$ cat src/rtl/note_source_arbiter_pkg.sv
// Shared audio definitions: divider width, silence value, arbiter states
// and the default 10 ms switch gap at a 100 MHz clock.
package note_source_arbiter_pkg;

    localparam int DIV_W_DEF       = 22;
    localparam int GAP_10MS_100MHZ = 1000000;

    localparam logic [DIV_W_DEF-1:0] SILENT_DIV = {DIV_W_DEF{1'b0}};

    typedef enum logic [0:0] {
        PLAY = 1'b0,
        GAP  = 1'b1
    } arb_state_e;

endpackage

$ cat src/rtl/note_source_arbiter_gap.sv
// Loadable down-counter with a registered zero flag; also suits rest timing
// in the note sequencers.
module gap_timer #(
    parameter int CNT_W = 20
) (
    input  logic             clk,
    input  logic             rst_n,
    input  logic             load,
    input  logic [CNT_W-1:0] load_val,
    input  logic             dec,
    output logic             zero
);

    logic [CNT_W-1:0] count_r;
    logic             zero_r;

    // Counter and zero flag; the flag is precomputed so it matches count_r.
    always_ff @(posedge clk or negedge rst_n) begin
        if (!rst_n) begin
            count_r <= {CNT_W{1'b0}};
            zero_r  <= 1'b1;
        end else if (load) begin
            count_r <= load_val;
            zero_r  <= (load_val == {CNT_W{1'b0}});
        end else if (dec && !zero_r) begin
            count_r <= count_r - {{(CNT_W-1){1'b0}}, 1'b1};
            zero_r  <= (count_r == {{(CNT_W-1){1'b0}}, 1'b1});
        end
    end

    assign zero = zero_r;

endmodule

$ cat src/rtl/note_source_arbiter.sv
// Registered selector routing one of NUM_SRC note-divider pairs to the
// buzzer, with a silence gap inserted on every source change.
module note_source_arbiter
    import note_source_arbiter_pkg::*;
#(
    parameter int NUM_SRC    = 4,
    parameter int SEL_W      = 2,
    parameter int DIV_W      = DIV_W_DEF,
    parameter int GAP_CYCLES = GAP_10MS_100MHZ,
    parameter int CNT_W      = 20
) (
    input  logic                     clk,
    input  logic                     rst_n,
    input  logic [SEL_W-1:0]         sel,
    input  logic                     mute,
    input  logic [NUM_SRC*DIV_W-1:0] src_div_right,
    input  logic [NUM_SRC*DIV_W-1:0] src_div_left,
    output logic [DIV_W-1:0]         note_div_right,
    output logic [DIV_W-1:0]         note_div_left,
    output logic [SEL_W-1:0]         active_sel,
    output logic                     busy
);

    localparam bit               GAP_EN   = (GAP_CYCLES > 0);
    localparam logic [CNT_W-1:0] GAP_LOAD = GAP_EN ? CNT_W'(GAP_CYCLES - 1) : {CNT_W{1'b0}};
    localparam logic [DIV_W-1:0] SILENT   = DIV_W'(SILENT_DIV);

    arb_state_e       state_r;
    logic [SEL_W-1:0] active_sel_r;
    logic [SEL_W-1:0] pending_sel_r;
    logic [DIV_W-1:0] div_right_r;
    logic [DIV_W-1:0] div_left_r;
    logic             busy_r;

    logic [DIV_W-1:0] src_right_s;
    logic [DIV_W-1:0] src_left_s;
    logic [DIV_W-1:0] play_right_s;
    logic [DIV_W-1:0] play_left_s;
    logic             sel_change_s;
    logic             restart_s;
    logic             timer_load_s;
    logic             timer_dec_s;
    logic             timer_zero_s;

    function automatic logic is_silent(input logic [SEL_W-1:0] idx);
        return (idx == {SEL_W{1'b0}}) || (int'(idx) >= NUM_SRC);
    endfunction

    // Extract the active pair; index 0 and out-of-range indices never match.
    always_comb begin
        src_right_s = SILENT;
        src_left_s  = SILENT;
        for (int i = 1; i < NUM_SRC; i++) begin
            src_right_s = (active_sel_r == SEL_W'(i)) ? src_div_right[i*DIV_W +: DIV_W] : src_right_s;
            src_left_s  = (active_sel_r == SEL_W'(i)) ? src_div_left[i*DIV_W +: DIV_W]  : src_left_s;
        end
        play_right_s = (mute || is_silent(active_sel_r)) ? SILENT : src_right_s;
        play_left_s  = (mute || is_silent(active_sel_r)) ? SILENT : src_left_s;
    end

    assign sel_change_s = (sel != active_sel_r);
    assign restart_s    = (sel != pending_sel_r);

    // Timer control: load on gap entry or restart, count down while gapping.
    always_comb begin
        timer_load_s = 1'b0;
        timer_dec_s  = 1'b0;
        case (state_r)
            PLAY: begin
                timer_load_s = sel_change_s && GAP_EN;
                timer_dec_s  = 1'b0;
            end
            GAP: begin
                timer_load_s = restart_s;
                timer_dec_s  = 1'b1;
            end
            default: begin
                timer_load_s = 1'b0;
                timer_dec_s  = 1'b0;
            end
        endcase
    end

    gap_timer #(
        .CNT_W (CNT_W)
    ) u_gap_timer (
        .clk      (clk),
        .rst_n    (rst_n),
        .load     (timer_load_s),
        .load_val (GAP_LOAD),
        .dec      (timer_dec_s),
        .zero     (timer_zero_s)
    );

    // Arbiter FSM with registered outputs; a restart takes priority over completion.
    always_ff @(posedge clk or negedge rst_n) begin
        if (!rst_n) begin
            state_r       <= PLAY;
            active_sel_r  <= {SEL_W{1'b0}};
            pending_sel_r <= {SEL_W{1'b0}};
            div_right_r   <= SILENT;
            div_left_r    <= SILENT;
            busy_r        <= 1'b0;
        end else begin
            case (state_r)
                PLAY: begin
                    if (sel_change_s && GAP_EN) begin
                        state_r       <= GAP;
                        pending_sel_r <= sel;
                        div_right_r   <= SILENT;
                        div_left_r    <= SILENT;
                        busy_r        <= 1'b1;
                    end else begin
                        if (sel_change_s) begin
                            active_sel_r <= sel;
                        end
                        div_right_r <= play_right_s;
                        div_left_r  <= play_left_s;
                        busy_r      <= 1'b0;
                    end
                end
                GAP: begin
                    div_right_r <= SILENT;
                    div_left_r  <= SILENT;
                    if (restart_s) begin
                        pending_sel_r <= sel;
                    end else if (timer_zero_s) begin
                        state_r      <= PLAY;
                        active_sel_r <= pending_sel_r;
                        busy_r       <= 1'b0;
                    end
                end
                default: begin
                    state_r     <= PLAY;
                    div_right_r <= SILENT;
                    div_left_r  <= SILENT;
                    busy_r      <= 1'b0;
                end
            endcase
        end
    end

    assign note_div_right = div_right_r;
    assign note_div_left  = div_left_r;
    assign active_sel     = active_sel_r;
    assign busy           = busy_r;

endmodule

$ cat config.mk
export PLATFORM = sky130hd
export DESIGN_NAME = note_source_arbiter
export DESIGN_NICKNAME = d
export VERILOG_FILES = /design/src/rtl/note_source_arbiter_pkg.sv /design/src/rtl/note_source_arbiter_gap.sv /design/src/rtl/note_source_arbiter.sv
export SDC_FILE = /design/constraint.sdc
export NUM_CORES = 1
export LEC_CHECK = 0
export ABC_AREA = 1
export ABC_CLOCK_PERIOD_IN_PS = 3600
export BUFFER_PORTS_ARGS = -buffer_cell sky130_fd_sc_hd__buf_2
export CAP_MARGIN = 10
export CORE_AREA = 2 2 98 100
export CTS_CLUSTER_SIZE = 16
export DETAILED_ROUTE_END_ITERATION = 10
export DIE_AREA = 0 0 100 102
export PLACE_DENSITY_LB_ADDON = 0.1
export SETUP_SLACK_MARGIN = 0.4
export SLEW_MARGIN = 20
export SYNTH_ARGS = -nofsm -noshare
export SYNTH_HDL_FRONTEND = slang
export SYNTH_HIERARCHICAL = 1
export SYNTH_SLANG_ARGS = --single-unit
$ cat constraint.sdc
create_clock -name clk -period 3.6 [get_ports clk]
set_input_delay 0.36 -clock clk [delete_from_list [all_inputs] [get_ports clk]]
set_output_delay 0.36 -clock clk [all_outputs]
set_load 0.02 [all_outputs]
==> After elaboration in Yosys (flattened, before gate mapping) <==
Cells that the tools add are included.
{ "word_totals": {"ff_bits": 71, "word_cells": 59} }
{ "op_classes": {"eq_ne": 10, "bitwise_logic": 1, "n_reduce_logical": 8, "n_addsub": 1, "n_mux": 31} }
{ "ops": {"columns": ["cell", "count"], "rows": [
  ["2-to-1 mux 22 bit", 10],
  ["case mux 22 bit (2 select lines)", 2],
  ["2-to-1 mux 20 bit", 2],
  ["== test 20 x 1 -> 1 bit, second input constant", 1],
  ["subtractor 20 x 1 -> 20 bit, second input constant", 1],
  ["2-to-1 mux 2 bit", 5],
  ["case mux 1 bit (2 select lines)", 4],
  ["2-to-1 mux 1 bit", 7],
  ["== test 2 bit, second input constant", 2],
  ["inequality test 2 x 1 -> 1 bit, second input constant", 2],
  ["inequality test 2 bit", 2],
  ["inequality test 2 bit, second input constant", 2],
  ["case mux 2 bit (2 select lines)", 1],
  ["AND reduction 2 bit", 2],
  ["AND reduction 3 bit", 1],
  ["== test 2 x 1 -> 1 bit, second input constant", 1],
  ["logical NOT 2 bit", 1],
  ["nonzero test 2 bit", 1],
  ["logical AND 1 bit", 1],
  ["logical NOT 1 bit", 1],
  ["logical OR 1 bit", 1],
  ["NOT 1 bit", 1]
]} }

==> Longest topological paths before layout <==
Gate-level depths: netlist of the first run.
{ "logic_depth": {"ltp_word": 7, "depth_mapped": 15, "mapped_depth_nobuf": 13} }

==> Hierarchy <==
The synthesis of the first run kept the hierarchy.
{ "modules_own_cells": {"columns": ["module", "cells_each", "seq_area_each_um2", "n_inst", "area_each_um2"], "rows": [
  ["note_source_arbiter", 345, 1251.2, 1, 2687.6],
  ["gap_timer", 237, 526.8, 1, 1645.3]
]} }

==> Least setup slack after synthesis of the first run <==
OpenSTA, ideal clock, no wires.
{ "synth_timing": {"path_type": "reg-to-reg", "from": "reg active_sel_r[1], in the netlist active_sel[1]", "to": "reg u_gap_timer.zero_r, in the netlist u_gap_timer/zero", "slack_ns": 1.736, "t_required_ns": 3.540, "synth_period_minus_slack_ns": 1.864, "path_buffers": 3, "arrival_time_ns": 1.804, "path_stages_with_launch": 16, "cell_sequence": "dfrtp_1 > buf_6 > nand2_1 > nand2_2 > nand3_1 > nand2_1 > inv_1 > buf_2 > inv_4 > buf_6 > nand3_1 > nor2_1 > nand3b_1 > nand2_1 > nand2_1 > nand2_1"} }
{ "synth_via": {"elab_chain_cells": 3, "elab_cells_between_ends": 4, "classes_between": "1 x eq/ne; 2 x mux; 1 x reduce/logical"} }
{ "synth_lines": {"columns": ["item", "line_no", "rtl"], "rows": [
  ["start: declaration", "note_source_arbiter.sv:29", "logic [SEL_W-1:0] active_sel_r;"],
  ["start signal: assignment", "note_source_arbiter.sv:99", "active_sel_r <= {SEL_W{1'b0}};"],
  ["start signal: assignment", "note_source_arbiter.sv:115", "active_sel_r <= sel;"],
  ["start signal: assignment", "note_source_arbiter.sv:129", "active_sel_r <= pending_sel_r;"],
  ["inequality test 2 bit (*)", "note_source_arbiter.sv:61", "assign sel_change_s = (sel != active_sel_r);"],
  ["case mux 1 bit (2 select lines) (*)", "note_source_arbiter.sv:68", "case (state_r)"],
  ["named net timer_load_s", "note_source_arbiter.sv:41", "logic timer_load_s;"],
  ["2-to-1 mux 1 bit / nonzero test 2 bit (equally long branches)", null, null],
  ["end signal: assignment", "note_source_arbiter_gap.sv:24", "zero_r <= (load_val == {CNT_W{1'b0}});"],
  ["end signal: assignment", "note_source_arbiter_gap.sv:27", "zero_r <= (count_r == {{(CNT_W-1){1'b0}}, 1'b1});"],
  ["end: declaration", "note_source_arbiter_gap.sv:15", "logic zero_r;"]
]} }
The timed path passes the listed nets; every way through them passes the cells marked *.
A chain may end at the register's enable or synchronous reset.

==> Worst setup path after layout of the first run <==
{ "layout_timing": {"from": "reg active_sel_r[0], in the netlist active_sel[0]", "to": "reg u_gap_timer.count_r[2]"} }
{ "layout_via": {"elab_chain_cells": 3, "elab_cells_between_ends": 4, "classes_between": "1 x eq/ne; 2 x mux; 1 x reduce/logical"} }
{ "layout_lines": {"columns": ["item", "line_no", "rtl"], "rows": [
  ["inequality test 2 bit (*)", "note_source_arbiter.sv:61", null],
  ["case mux 1 bit (2 select lines) (*)", "note_source_arbiter.sv:68", null],
  ["named net timer_load_s", "note_source_arbiter.sv:41", null],
  ["2-to-1 mux 20 bit / nonzero test 2 bit (equally long branches)", null, null],
  ["end signal: assignment", "note_source_arbiter_gap.sv:20", "count_r <= {CNT_W{1'b0}};"],
  ["end signal: assignment", "note_source_arbiter_gap.sv:23", "count_r <= load_val;"],
  ["end signal: assignment", "note_source_arbiter_gap.sv:26", "count_r <= count_r - {{(CNT_W-1){1'b0}}, 1'b1};"],
  ["end: declaration", "note_source_arbiter_gap.sv:14", "logic [CNT_W-1:0] count_r;"]
]} }
Marked as above.

==> results by group, run 1 <==
Global route
  • Largest net degree at the start of global routing: between 70 and 80
  • First-pass GRT wire length: 18950 um
  • Initial antenna violation count: 0
  • Global route overflow: 0
  • Vias in the first global route: ~4200
  • GRT Resource Usage Total: 0.2335

Setup path
  • R2R Path End: u_gap_timer/count_r[2]
  • Flop-to-flop setup slack: approximately 1.3 ns
  • Worst endpoint data arrival time: approximately 2.6 ns
  • Worst Path Required: 3.86 ns
  • Nature of the critical path endpoint: flip-flop
  • RR Startpoint: active_sel[0]
  • Worst setup path endpoint: u_gap_timer/count_r[2]
  • Critical path type: reg2reg
  • Cells on worst reg2reg path: 10
  • Setup crit start kind: flip-flop
  • Crit-path max FO: 22
  • Worst Setup SP: active_sel[0]

STA
  • Min setup slack post-route: around 1.3 ns
  • Fin. max-slew vios: 0
  • Setup tns final: 0 ns
  • Final Hold Vio Count: 0
  • Max frequency: roughly 430 MHz
  • Slew @ Worst Pin: just under 1 ns
  • Hold Slack: 0.1352 ns
  • Rel. slew slack: 0.3396
  • RSZ-0062 raised after global routing: no
  • # setup viols final: 0
  • Clock skew: between 0.01 and 0.015 ns
  • Min Tclk post-route: between 2 and 2.5 ns
  • Fin crit share: 0.6505

Run status
  • Outcome: completed

Detailed routing
  • Vias per cell: 4.922
  • First-iteration detailed-routing DRC count: 160
  • Routed wire length: around 12000 um
  • Remaining DRCs: 0
  • Detail Route Antenna Nets: 0
  • Via count: 4435
  • Initial DRT Pass Iterations: 4
  • Routed WL per cell: roughly 13 um

Synth
  • Top cell type's share of synthesized area: 0.4043
  • Yosys top cell by area: dfrtp_1
  • Ys Warns: 6
  • Syn Area/Cell: 7.445 um^2
  • Area contributors post-synth: dfrtp_1 (40%), nand2_1 (15%), nand3_1 (9.1%)
  • Mapped Cells: 582
  • #FFs+latches synth: ~70
  • Register area share after synthesis: 0.4103
  • Synthesized area: around 4300 um^2
  • Synth cell types: 32

Final layout
  • Area Growth Syn to Fin: 28.96%
  • Layout cells sized above 1: 0.3557
  • ANT cells: 0
  • # nets final: about 970
  • # fillers: roughly 870

Pwr
  • P_leak: 3.096 nW
  • Power per cell area: roughly 350 nW/um^2
  • Worst vdd rail ir drop: 0.0001658 V

Place
  • IO Port Bufs: 183
  • HPWL Detailed: between 8000 and 9000 um
  • Final GP Congestion: roughly 0.87
  • Pre-CTS setup slack: around 1.3 ns

Floorplan
  • Initial Util: 0.4757
  • Die width: ~100 um
  • Die ar.: roughly 10000 um^2
  • Core area: 9109 um^2
  • Ports: roughly 230
  • Die Y: just over 100 um
  • Rows: 35

Clocking
  • Clock-pin transition on the worst setup and hold timing paths: roughly 0.07 ns
  • Max Root-Sink Buffers: 2
  • CTS H-Tree Depth: 3
  • Post-CTS Setup Inserts: 0
  • TritonCTS clock tree: done
  • Clock Latency Late Sink: between 0.3 and 0.4 ns
  • Root buf cell: clkbuf_8
  • TritonCTS Buffers: 9
  • CTS Hold Bufs: 0
  • Post-cts gate resize count: 0
  • CTS Sinks: around 70

Hold path
  • Min-delay worst type: in2async

Run
  • Max-cap viol count: 0
[Yosys cell counts (all sizes together)]
library cell  number
o22ai              4
xor2               5
clkbuf             2
nor2              91
nand2            184
dfrtp             70
o211ai             4
o21bai             4
nand3             82
a21oi             49
inv               41
and2               1
dfstp              1
conb               2
o21ai              4
ha                 2
buf               24
o221ai             2
nand4              9
nand3b             1
[cells by family (layout without fill, tap and decap cells)]
| group | count (synthesis) | after routing | synth area share |
|---|---|---|---|
| DFF | 71 | 71 | 0.4103 |
| xor gates and xnor gates | 5 | 5 | 0.01011 |
| adders and majority gates | 2 | 2 | 0.005774 |
| other | 2 | 34 | 0.001733 |
| buffers and inverters | 67 | 243 | 0.07624 |
| AOI/OAI and AO/OA | 67 | 67 | 0.08576 |
| and+or+nand+nor | 368 | 368 | 0.4101 |
[flip-flops by register name (all words and copies together), names as in the netlist]
| register | count |
|---|---|
| busy | 1 |
| active_sel | 2 |
| state_r | 1 |
| note_div_left | 22 |
| note_div_right | 22 |
| u_gap_timer/zero | 1 |
| pending_sel_r | 2 |
| u_gap_timer/count_r | 20 |
[placed cells by master, fill, tap and decap left out, drive strengths merged, types with 5 or more instances in the layout]
master | netlist | routed
a21oi | 49 | 49
nand2 | 184 | 184
xor2 | 5 | 5
dfrtp | 70 | 70
inv | 41 | 41
conb | 2 | 34
nand4 | 9 | 9
buf | 24 | 187
nand3 | 82 | 82
nor2 | 91 | 91
clkbuf | 2 | 10
[worst max-delay path: stages (launching register included)]
cell      delay [ns]
dfrtp_2         0.56
a21oi_1         0.34
nand3_1         0.21
nand2_1         0.13
inv_1           0.04
buf_4           0.19
inv_4           0.16
nand2_2         0.11
inv_2           0.25
o21ai_0         0.15
o211ai_1        0.10
[where the power goes]
group / switching, mW / internal [mW] / total, mW
combinational: 0.211 / 0.142 / 0.353
clock: 0.309 / 0.406 / 0.715
sequential: 0.0587 / 0.842 / 0.901
total: 0.579 / 1.39 / 1.97
[per-layer routing]
| layer | vias to the layer above | global-route usage | part of all wire |
|---|---|---|---|
| li1 | 2248 | - | - |
| met1 | 2011 | 0.2853 | 0.41 |
| met2 | 149 | 0.4023 | 0.50 |
| met3 | 27 | 0.04583 | 0.062 |
| met4 | 0 | 0.1064 | 0.029 |
| met5 | - | 0 | 0 |
[worst min-delay path by stage]
stage / from / end / slack (ns) / cells past startpoint
floorplan: rst_n / active_sel[0] / 0.06 / 0
global placement: busy / busy / 0.49 / 2
detailed placement: busy / busy / 0.49 / 2
CTS: rst_n / u_gap_timer/count_r[0] / 0.17 / 1
global route: rst_n / u_gap_timer/count_r[0] / 0.21 / 1
finish: rst_n / u_gap_timer/count_r[4] / 0.14 / 1
[metrics by stage]
step | cells | area, um^2 | util | power (mW)
6_report | 901 | 5588 | 0.6135 | 1.969
5_1_grt | 901 | 5588 | 0.6135 | 2.072
4_1_cts | 901 | 5588 | 0.6135 | 1.982
3_5_place_dp | 886 | 5368 | 0.5893 | 1.266
3_3_place_gp | 886 | 5368 | 0.5893 | 1.254
2_1_floorplan | 614 | 4453 | - | 1.127
[final cells by class]
class	instances	area, um^2	share of cell area
Clock inverter	5	82.58	0.01478
Timing Repair Buffer	187	948.4	0.1697
Clock buffer	10	137.6	0.02463
Tap cell	111	138.9	0.02485
Sequential cell	71	1779	0.3184
Inverter	41	156.4	0.02799
Multi-Input combinational cell	476	2345	0.4196
(Power assumes the default switching activity.)
==> run 2: changes to the inputs <==
--- a/config.mk
+++ b/config.mk
@@ -5,14 +5,14 @@
 export SDC_FILE = /design/constraint.sdc
 export NUM_CORES = 1
 export LEC_CHECK = 0
-export ABC_AREA = 1
-export ABC_CLOCK_PERIOD_IN_PS = 3600
+export ABC_AREA = 0
+export ABC_CLOCK_PERIOD_IN_PS = 1900
 export BUFFER_PORTS_ARGS = -buffer_cell sky130_fd_sc_hd__buf_2
 export CAP_MARGIN = 10
-export CORE_AREA = 2 2 98 100
+export CORE_AREA = 2 2 103 105
 export CTS_CLUSTER_SIZE = 16
 export DETAILED_ROUTE_END_ITERATION = 10
-export DIE_AREA = 0 0 100 102
+export DIE_AREA = 0 0 105 107
 export PLACE_DENSITY_LB_ADDON = 0.1
 export SETUP_SLACK_MARGIN = 0.4
 export SLEW_MARGIN = 20
==> constraint.sdc (replaced) <==
create_clock -name clk -period 1.9 [get_ports clk]
set_input_delay 0.19 -clock clk [delete_from_list [all_inputs] [get_ports clk]]
set_output_delay 0.19 -clock clk [all_outputs]
set_load 0.02 [all_outputs]
==> results by group, run 2 <==
Setup path
  • Slowest stage delay, CP: approximately 0.43 ns
  • Worst endpoint data arrival time: roughly 2.1 ns
  • RR Startpoint: u_gap_timer/count_r[12]
  • Critical path type: reg2reg
  • Crit-path max FO: 6
  • Nature of the critical path endpoint: flip-flop
  • Worst Setup SP: u_gap_timer/count_r[12]
  • Setup crit start kind: flip-flop
  • Crit path cell chain: or3_4 > or4_4 > or4_1 > a31oi_1
  • R2R Path End: u_gap_timer/count_r[18]
  • Worst Path Required: 2.17 ns
  • Cells on worst reg2reg path: 4
  • Slowest CP cell: or4_4
  • Worst setup path endpoint: u_gap_timer/count_r[18]
  • Flop-to-flop setup slack: 0.1 ns

STA
  • Min Tclk post-route: ~1.8 ns
  • Max frequency: ~550 MHz
  • Fin crit share: 0.9494
  • Final Hold Vio Count: 0
  • Min setup slack post-route: just under 0.1 ns
  • Rel. slew slack: 0.4579
  • Slew @ Worst Pin: 0.8132 ns
  • # setup viols final: 0
  • Setup tns final: 0 ns
  • RSZ-0062 raised after global routing: yes
  • Fin. max-slew vios: 0
  • Clock skew: 0.008396 ns

Synth
  • Cell with the most instances after synthesis: dfrtp_1
  • #FFs+latches synth: a little over 70
  • Yosys top cell by area: dfrtp_1
  • Synth cell types: 46
  • Post-synth EDFFs: 0
  • Synthesized area: 3936 um^2
  • Ys Warns: 6
  • Mapped Cells: about 370
  • Register area share after synthesis: 0.4517
  • Area contributors post-synth: dfrtp_1 (45%), mux2_2 (14%), a22oi_1 (8.4%)
  • Top cell type's share of synthesized area: 0.4450
  • Syn Area/Cell: ~11 um^2
  • Ys async rst share: 1.000
  • Synth cell count leaders: dfrtp_1 (70), mux2_2 (48), nor3_1 (47)
  • Synth Flop Type: dfrtp_1

Floorplan
  • Die width: about 110 um
  • Ports: between 200 and 250
  • Die Y: between 100 and 150 um
  • Rows: 37
  • Die ar.: approximately 11000 um^2
  • Core area: about 10000 um^2
  • Initial Util: 0.3900

Global route
  • Global route overflow: 0
  • Largest net degree at the start of global routing: 60
  • GRT Resource Usage Total: 0.2349
  • Vias in the first global route: between 4000 and 5000
  • First-pass GRT wire length: between 20000 and 25000 um
  • Initial antenna violation count: 0

Clocking
  • Max Root-Sink Buffers: 2
  • CTS Sinks: slightly above 70
  • Root buf cell: clkbuf_8
  • TritonCTS Buffers: 9
  • TritonCTS clock tree: done
  • CTS H-Tree Depth: 3
  • Clock-pin transition on the worst setup and hold timing paths: ~0.070 ns
  • Clock Latency Late Sink: approximately 0.35 ns

Final layout
  • # nets final: between 800 and 900
  • Most common cell after layout, fill and taps aside: buf_2
  • Area Growth Syn to Fin: 73.68%
  • Layout cells sized above 1: 0.6543
  • Most frequent cells in the layout: buf_2 (182), dfrtp_1 (67), mux2_2 (45), conb_1 (39), a22oi_2 (35)
  • ANT cells: 0
  • Final core occ: 0.6774
  • # fillers: just over 800

Detailed routing
  • Routed WL per cell: approximately 19 um
  • Detail Route Antenna Nets: 0
  • Remaining DRCs: 0
  • First-iteration detailed-routing DRC count: roughly 130
  • Vias per cell: 5.276
  • Via count: between 4000 and 5000
  • Routed wire length: ~15000 um
  • Initial DRT Pass Iterations: 4

Place
  • Final GP Congestion: about 0.8
  • IO Port Bufs: around 180
  • Pre-CTS setup slack: 0.07951 ns
  • HPWL Detailed: about 8000 um

Hold path
  • Min-delay worst type: in2reg

Pwr
  • P_leak: approximately 3.2 nW
  • Power per cell area: between 500 and 600 nW/um^2
  • Final Power: 3.578 mW
  • Worst vdd rail ir drop: slightly above 0.0003 V

Run status
  • Outcome: completed

Run
  • Max-cap viol count: 0
-- run 2: changes by cell type in the layout (fill, tap and decap cells not counted), moves of 12 or more --
cell,change
a21oi_1,-48
a22oi_2,+35
buf_4,+23
buf_6,+12
inv_1,-31
mux2_2,+45
nand2_1,-166
nand3_1,-78
nor2_1,-20
nor2_2,-47
nor3_1,+17
nor3_2,+24
-- run 2: how the worst min path moves through the flow --
stage | depth (start not counted) | startpoint | slack, ns | endpoint
2_1_floorplan | 0 | rst_n | -0.11 | active_sel[0]
3_3_place_gp | 1 | rst_n | 0.12 | u_gap_timer/count_r[16]
3_5_place_dp | 1 | rst_n | 0.12 | u_gap_timer/count_r[15]
4_1_cts | 3 | src_div_left[30] | 0.13 | note_div_left[8]
5_1_grt | 3 | src_div_left[33] | 0.14 | note_div_left[11]
6_report | 3 | src_div_left[43] | 0.13 | note_div_left[21]
-- run 2: power by group --
part           total [mW]  switching (mW)  internal (mW)
Clock                1.21           0.576          0.638
Combinational       0.713           0.332          0.380
Sequential           1.65          0.0784           1.57
Total                3.58           0.987           2.59
-- run 2: what timing repair did --
item	4_1_cts	5_1_grt
pin swaps	14	26
hold buffers	1	0
cloned	10	9
setup endpoints to repair	61	71
endpoints found under the hold margin	11	0
resized for setup	43	103
setup buffers	21	15
-- run 2: kinds of logic (layout without fill, tap and decap cells) --
| logic type | count (synthesis) | in the layout | share of synthesized area |
|---|---|---|---|
| mux | 48 | 48 | 0.1373 |
| buf+inv | 34 | 274 | 0.04927 |
| other cells | 2 | 39 | 0.001908 |
| simple gates | 123 | 123 | 0.1796 |
| flops | 71 | 71 | 0.4517 |
| xor+xnor | 14 | 14 | 0.03306 |
| compound gates | 77 | 77 | 0.1408 |
| fa+ha+maj | 2 | 2 | 0.006356 |
-- run 2: through the flow --
stage / cell area, um^2 / cells / hold slack (ns)
global route: 6837 / 784 / 0.1435
detailed placement: 5194 / 712 / 0.1177
finish: 6837 / 784 / 0.1341
global placement: 5194 / 712 / 0.1180
floorplan: 4138 / 408 / -0.1056
CTS: 6042 / 760 / 0.1275
-- run 2: per-layer routing --
metal  wire length [um]  global-route usage  vias to the layer above
met4                465             0.09714                        0
met2               8064              0.4239                      156
met5                  0                   0                        -
met1               5682              0.2763                     2044
li1                   -                   -                     1899
met3                764             0.04012                       37
-- run 2: layout make-up --
class                           count  area, um^2  share of cell area
Clock inverter                      4       45.04            0.006589
Tap cell                          136       170.2             0.02489
Sequential cell                    71        1782              0.2606
Timing Repair Buffer              253        1974              0.2888
Timing Repair inverter              2       17.52            0.002562
Inverter                            3       23.77            0.003477
Clock buffer                       12       145.1             0.02123
Multi-Input combinational cell    303        2679              0.3918
-- run 2: worst max-delay path, delay by kind of cell, from the launching register on --
family / cells / cell delay (ns)
DFF: 1 / 0.42
AOI/OAI and AO/OA: 1 / 0.13
and+or+nand+nor: 3 / 1.19
